==> src/rtl/clk_div_multi.sv <==
// Multi-channel programmable integer clock divider with glitch-free divisor/enable updates.
// Optional CLK_DIV_MULTI_DUTY50_EN: exact 50% duty for odd divisors via a negedge retime flop.
module clk_div_lane #(
  parameter int CW = 8
) (
  input  logic          clk_in,
  input  logic          rst,
  input  logic          en_i,
  input  logic          load_i,
  input  logic [CW-1:0] div_i,
  output logic          clk_o,
  output logic          tick_o,
  output logic          running_o
);
  typedef enum logic {IDLE, RUN} state_e;

  state_e        state_q;
  logic [CW-1:0] shadow_q, cnt_q, act_q;
  logic          clk_q, tick_q;

  logic [CW-1:0] eff, n_eff;
  logic [CW:0]   h_act, cnt_nxt;
  logic          start;

  // A load coinciding with a start or boundary is forwarded straight into the new period.
  assign eff     = load_i ? div_i : shadow_q;
  assign n_eff   = (eff == CW'(1)) ? CW'(2) : eff;
  assign start   = en_i && (eff != '0);
  assign h_act   = ({1'b0, act_q} + (CW+1)'(1)) >> 1;
  assign cnt_nxt = {1'b0, cnt_q} + (CW+1)'(1);

  always_ff @(posedge clk_in) begin
    if (!rst) begin
      state_q  <= IDLE;
      shadow_q <= '0;
      cnt_q    <= '0;
      act_q    <= '0;
      clk_q    <= 1'b0;
      tick_q   <= 1'b0;
    end else begin
      if (load_i) shadow_q <= div_i;
      case (state_q)
        IDLE: begin
          if (start) begin
            state_q <= RUN;
            act_q   <= n_eff;
            cnt_q   <= '0;
            clk_q   <= 1'b1;
            tick_q  <= 1'b1;
          end else begin
            clk_q  <= 1'b0;
            tick_q <= 1'b0;
          end
        end
        RUN: begin
          if (cnt_q == act_q - CW'(1)) begin
            if (start) begin
              act_q  <= n_eff;
              cnt_q  <= '0;
              clk_q  <= 1'b1;
              tick_q <= 1'b1;
            end else begin
              state_q <= IDLE;
              cnt_q   <= '0;
              clk_q   <= 1'b0;
              tick_q  <= 1'b0;
            end
          end else begin
            cnt_q  <= cnt_q + CW'(1);
            clk_q  <= (cnt_nxt < h_act);
            tick_q <= 1'b0;
          end
        end
        default: state_q <= IDLE;
      endcase
    end
  end

`ifdef CLK_DIV_MULTI_DUTY50_EN
  logic neg_q;
  always_ff @(negedge clk_in) begin
    if (!rst) neg_q <= 1'b0;
    else      neg_q <= clk_q;
  end
  // Odd divisors trim half a cycle off the high phase; even ones pass straight through.
  assign clk_o = act_q[0] ? (clk_q & neg_q) : clk_q;
`else
  assign clk_o = clk_q;
`endif

  assign tick_o    = tick_q;
  assign running_o = (state_q == RUN);
endmodule

module clk_div_multi #(
  parameter int NCH = 3,
  parameter int CW  = 8
) (
  input  logic              clk_in,
  input  logic              rst,
  input  logic [NCH-1:0]    en,
  input  logic [NCH-1:0]    load,
  input  logic [NCH*CW-1:0] div_i,
  output logic [NCH-1:0]    clk_out,
  output logic [NCH-1:0]    tick,
  output logic [NCH-1:0]    running
);
  for (genvar k = 0; k < NCH; k++) begin : g_ch
    clk_div_lane #(.CW(CW)) u_lane (
      .clk_in    (clk_in),
      .rst       (rst),
      .en_i      (en[k]),
      .load_i    (load[k]),
      .div_i     (div_i[k*CW +: CW]),
      .clk_o     (clk_out[k]),
      .tick_o    (tick[k]),
      .running_o (running[k])
    );
  end
endmodule

==> config.mk <==
export PLATFORM = sky130hd
export DESIGN_NAME = clk_div_multi
export DESIGN_NICKNAME = d
export VERILOG_FILES = /design/src/rtl/clk_div_multi.sv
export SDC_FILE = /design/constraint.sdc
export NUM_CORES = 1
export LEC_CHECK = 0
export ABC_AREA = 1
export BUFFER_PORTS_ARGS = -buffer_cell sky130_fd_sc_hd__buf_2
export CAP_MARGIN = 20
export CORE_MARGIN = 4
export CORE_UTILIZATION = 40
export CTS_BUF_LIST = sky130_fd_sc_hd__clkbuf_16
export DETAILED_ROUTE_END_ITERATION = 10
export PLACE_DENSITY_LB_ADDON = 0.2
export SYNTH_ARGS = -nofsm -noshare
export SYNTH_HDL_FRONTEND = slang
export SYNTH_SLANG_ARGS = --single-unit
==> constraint.sdc <==
create_clock -name clk_in -period 2.5 [get_ports clk_in]
set_input_delay 0.375 -clock clk_in [delete_from_list [all_inputs] [get_ports clk_in]]
set_output_delay 0.375 -clock clk_in [all_outputs]
set_load 0.02 [all_outputs]
==> flow_results.org <==
** Pwr
- Relative contribution of the clock network to total power :: 40.7%
- Leakage power of the design :: 2.86 nW
- Across the VDD grid, the largest voltage drop is 0.579 mV.
- Sequential cells burn 40.6% of the power.
- Cell internal power was estimated by the tool at 2.49 mW.
- In this run, the combinational gates consume 18.7% of the power.
- Power density of the placed cells :: 601 nW/µm²
- For this design the total switching power over the nets is 1.06 mW.
- Of the total power, the share spent switching nets is 29.9%.

** Status
- The flow ran to the end, and the final reports show no timing, DRC or antenna violations.

** Critical path
- Capturing element type of the critical path :: register
- Critical Setup Path Class :: reg2reg
- Critical path peak fanout :: 4
- For the worst setup path, the data arrival time is 2470 ps.
- Required time of the worst setup path :: 2790 ps
- Setup crit start kind :: register

** Synth
- Counting flops with a built-in enable in the synthesized netlist gives 0.
- Cell type with the largest total area after synthesis :: dfxtp_1
- Async set-reset flop share out of synthesis :: 0%
- Count of synthesis-stage warnings from yosys :: 0
- Share of synthesized area occupied by flip-flops and latches :: 30.2%
- Counting every net in the synthesized netlist gives 852.
- nand2_1 is the most common cell in the netlist.
- The netlist uses 40 different library cells.
- Commonest register cell after synthesis :: dfxtp_1
- Share of the synthesized area in the top cell type :: 30.2%
- Biggest area contributors in the synthesized netlist :: dfxtp_1 30%, nand2_1 13%, ha_1 7.0%
- After synthesis the cells add up to 5360 µm².
- Averaged over all synthesized cells, the footprint is 6.79 µm².
- Leading cell types by count after synthesis :: 180 x nand2_1, 94 x inv_1, 91 x nor2_1, 81 x dfxtp_1, 74 x nand3_1
- Counting every instance in the synthesized netlist gives 790.
- Post-synthesis register bit count :: 81

** Clock network
- Number of clock sinks :: 81
- TritonCTS created 9 clock buffers.
- Clock tree from TritonCTS :: yes
- Count of H-tree levels built during CTS :: 3
- No sink is reached through more buffers than the 2 on the longest clock path.
- Later-pin clock latency in the skew report :: 350 ps
- In this run the post-CTS setup repair buffer count came out at 0.
- Clock-pin slew was measured on the worst setup and hold paths at 60 ps.
- CTS Root Cell :: clkbuf_16

** STA
- Final hold slack :: 329 ps
- For the final database, setup skew stands at 6.60 ps.
- Number of endpoints failing setup at the final stage :: 0
- The number of hold violations in the final report came to 0.
- Worst path setup slack after routing :: 319 ps
- Subtracting the final worst setup slack from the clock period gives 2180 ps.
- For this run, the top clock speed supported by timing is 0.459 GHz.
- Slew headroom :: 63.1%
- Final setup TNS :: 0 ps
- Final cycle utilization of the critical path :: 87.2%
- Worst-Margin Slew :: 553 ps
- RSZ-0062 raised after global routing :: no
- Final max-slew violation count :: 0

** Drt
- After detailed routing, the average wire length per cell comes to 12.1 µm.
- DR iter-0 viols :: 301
- Final wirelength :: 12000 µm
- In the routed design, unresolved DRC markers number 0.
- Vias/cell :: 4.84
- Via total after detailed routing :: 4801
- The count of nets left with antenna violations once routing finished came out at 0.
- The first detailed-routing pass ran for 4 iterations.

** Run
- The tool flagged a number of max-cap violations equal to 0.

** Die
- Initial core utilization :: 40.7%
- Die H :: 124 µm
- Area inside the core boundary :: 13200 µm²
- In this run the count of I/O pins placed on the die edge is 41.
- After floorplanning, the core was divided into 42 placement rows.
- In this run the horizontal extent of the chip is 124 µm.
- The floorplan step defined a die boundary enclosing 15300 µm².

** Placement
- The HPWL after detailed placement is 9030 µm.
- Post-place setup slack :: 277 ps
- Routability-driven placement finished with a final weighted congestion of 0.913.
- The count of buffers added on input and output ports is 40.
- Number of placed instances with taps included :: 975

** Min path
- The worst hold path belongs to the class in2reg.

** Global routing
- Global-route wire length before repair :: 20700 µm
- Overall Global Routing Usage :: 16.8%
- The initial antenna violation count came to 0.
- Entering global routing, the biggest net connects 26 pins.
- Overflow left after global routing :: 0
- The number of global-route vias before repair was 4431.

** Layout
- Cells with a size suffix above 1 make up 12.3% of the layout.
- In the final design database the tool counted 872 nets.
- Relative area change from synthesis to final layout :: 10.2%
- Once layout is complete, the cells apart from fillers number 991.
- The number of antenna diodes in the final layout is 0.
kinds of logic (layout without fill, tap and decap cells):
| kind of cell | after synthesis | in the layout | share of synthesized area [%] |
|---|---|---|---|
| compound gates | 85 | 85 | 8.89 |
| xor+xnor | 47 | 47 | 7.68 |
| fa+ha+maj | 30 | 30 | 7.00 |
| buf+inv | 136 | 161 | 11.6 |
| flops | 81 | 81 | 30.2 |
| mux | 4 | 4 | 0.747 |
| simple gates | 407 | 407 | 33.9 |
per-layer routing:
metal,global-route usage (%),vias up,part of all wire (%)
met5,0,-,0
met4,4.36,0,1.3
met3,4.09,13,3.8
met2,27.5,72,46
met1,22.2,2172,49
li1,-,2544,-
path summary, 6_finish.rpt:
check,startpoint,to,slack (ps),cells past startpoint
setup / recovery,g_ch[1].u_lane.act_q[1],g_ch[1].u_lane.clk_o,320,13
hold reg to reg,g_ch[0].u_lane.cnt_q[7],g_ch[0].u_lane.cnt_q[7],500,2
hold / removal,div_i[3],g_ch[0].u_lane.shadow_q[3],330,3
setup reg to reg,g_ch[1].u_lane.act_q[1],g_ch[1].u_lane.clk_o,320,13
cells in the final DEF (no fill, tap or decap), types with 4 or more instances in the layout:
cell type / n
ha_1: 30
buf_2: 40
nand4_1: 12
o21ai_1: 6
inv_1: 94
a21oi_1: 48
nor2_2: 17
nor3_1: 9
nor2_1: 91
o21ai_0: 19
nand2_1: 180
o21a_1: 4
xnor2_1: 11
dfxtp_1: 80
inv_2: 6
nand3b_1: 5
mux2i_1: 4
xor2_1: 36
nand3_1: 74
clkbuf_16: 9
flip-flops by register name (all words and copies together), names as in the netlist:
register	flops
g_ch.u_lane.cnt_q	24
g_ch.u_lane.clk_o	3
g_ch.u_lane.running_o	3
g_ch.u_lane.tick_o	3
g_ch.u_lane.shadow_q	24
g_ch.u_lane.act_q	24
per-stage QoR:
| stage | util (%) | area [µm²] | power (mW) |
|---|---|---|---|
| CTS | 44.8 | 5910 | 3.60 |
| detailed placement | 42.3 | 5590 | 2.13 |
| global placement | 42.3 | 5590 | 2.12 |
| global route | 44.8 | 5910 | 3.77 |
| floorplan | - | 5360 | 2.00 |
| finish | 44.8 | 5910 | 3.55 |
final cells by class:
type | count | area [µm²]
fill | 1388 | 7280
sequential | 81 | 1620
clock buffer | 9 | 225
timing repair buffer | 44 | 243
clock inverter | 7 | 95.1
inverter | 101 | 382
tap | 176 | 220
multi-input combinational | 573 | 3120
worst max-delay path, stage by stage, from the launching register on:
cell and delay, ps:
dfxtp_1 450, inv_1 90, nor3_1 270, nand3_1 180, nor3_1 240, xor2_1 220
ha_1 270, nand2_1 70, inv_1 30, nand2_1 50, nand3_1 60, nand2_1 60
nand3b_1 70, nand2_1 60
repair_timing:
action | 4_1_cts | 5_1_grt
setup endpoints to repair | 0 | 2
hold buffers | 0 | 0
gates resized for setup | 0 | 2
power groups by stage:
stage / clock, mW / sequential [mW] / combinational [mW]
after floorplan: 0 / 1.43 / 0.569
after global routing: 1.55 / 1.45 / 0.772
after CTS: 1.49 / 1.44 / 0.665
final: 1.45 / 1.44 / 0.664
after global placement: 0 / 1.47 / 0.656
after detailed placement: 0 / 1.47 / 0.662
No activity file was read; power rests on OpenSTA's default activity.
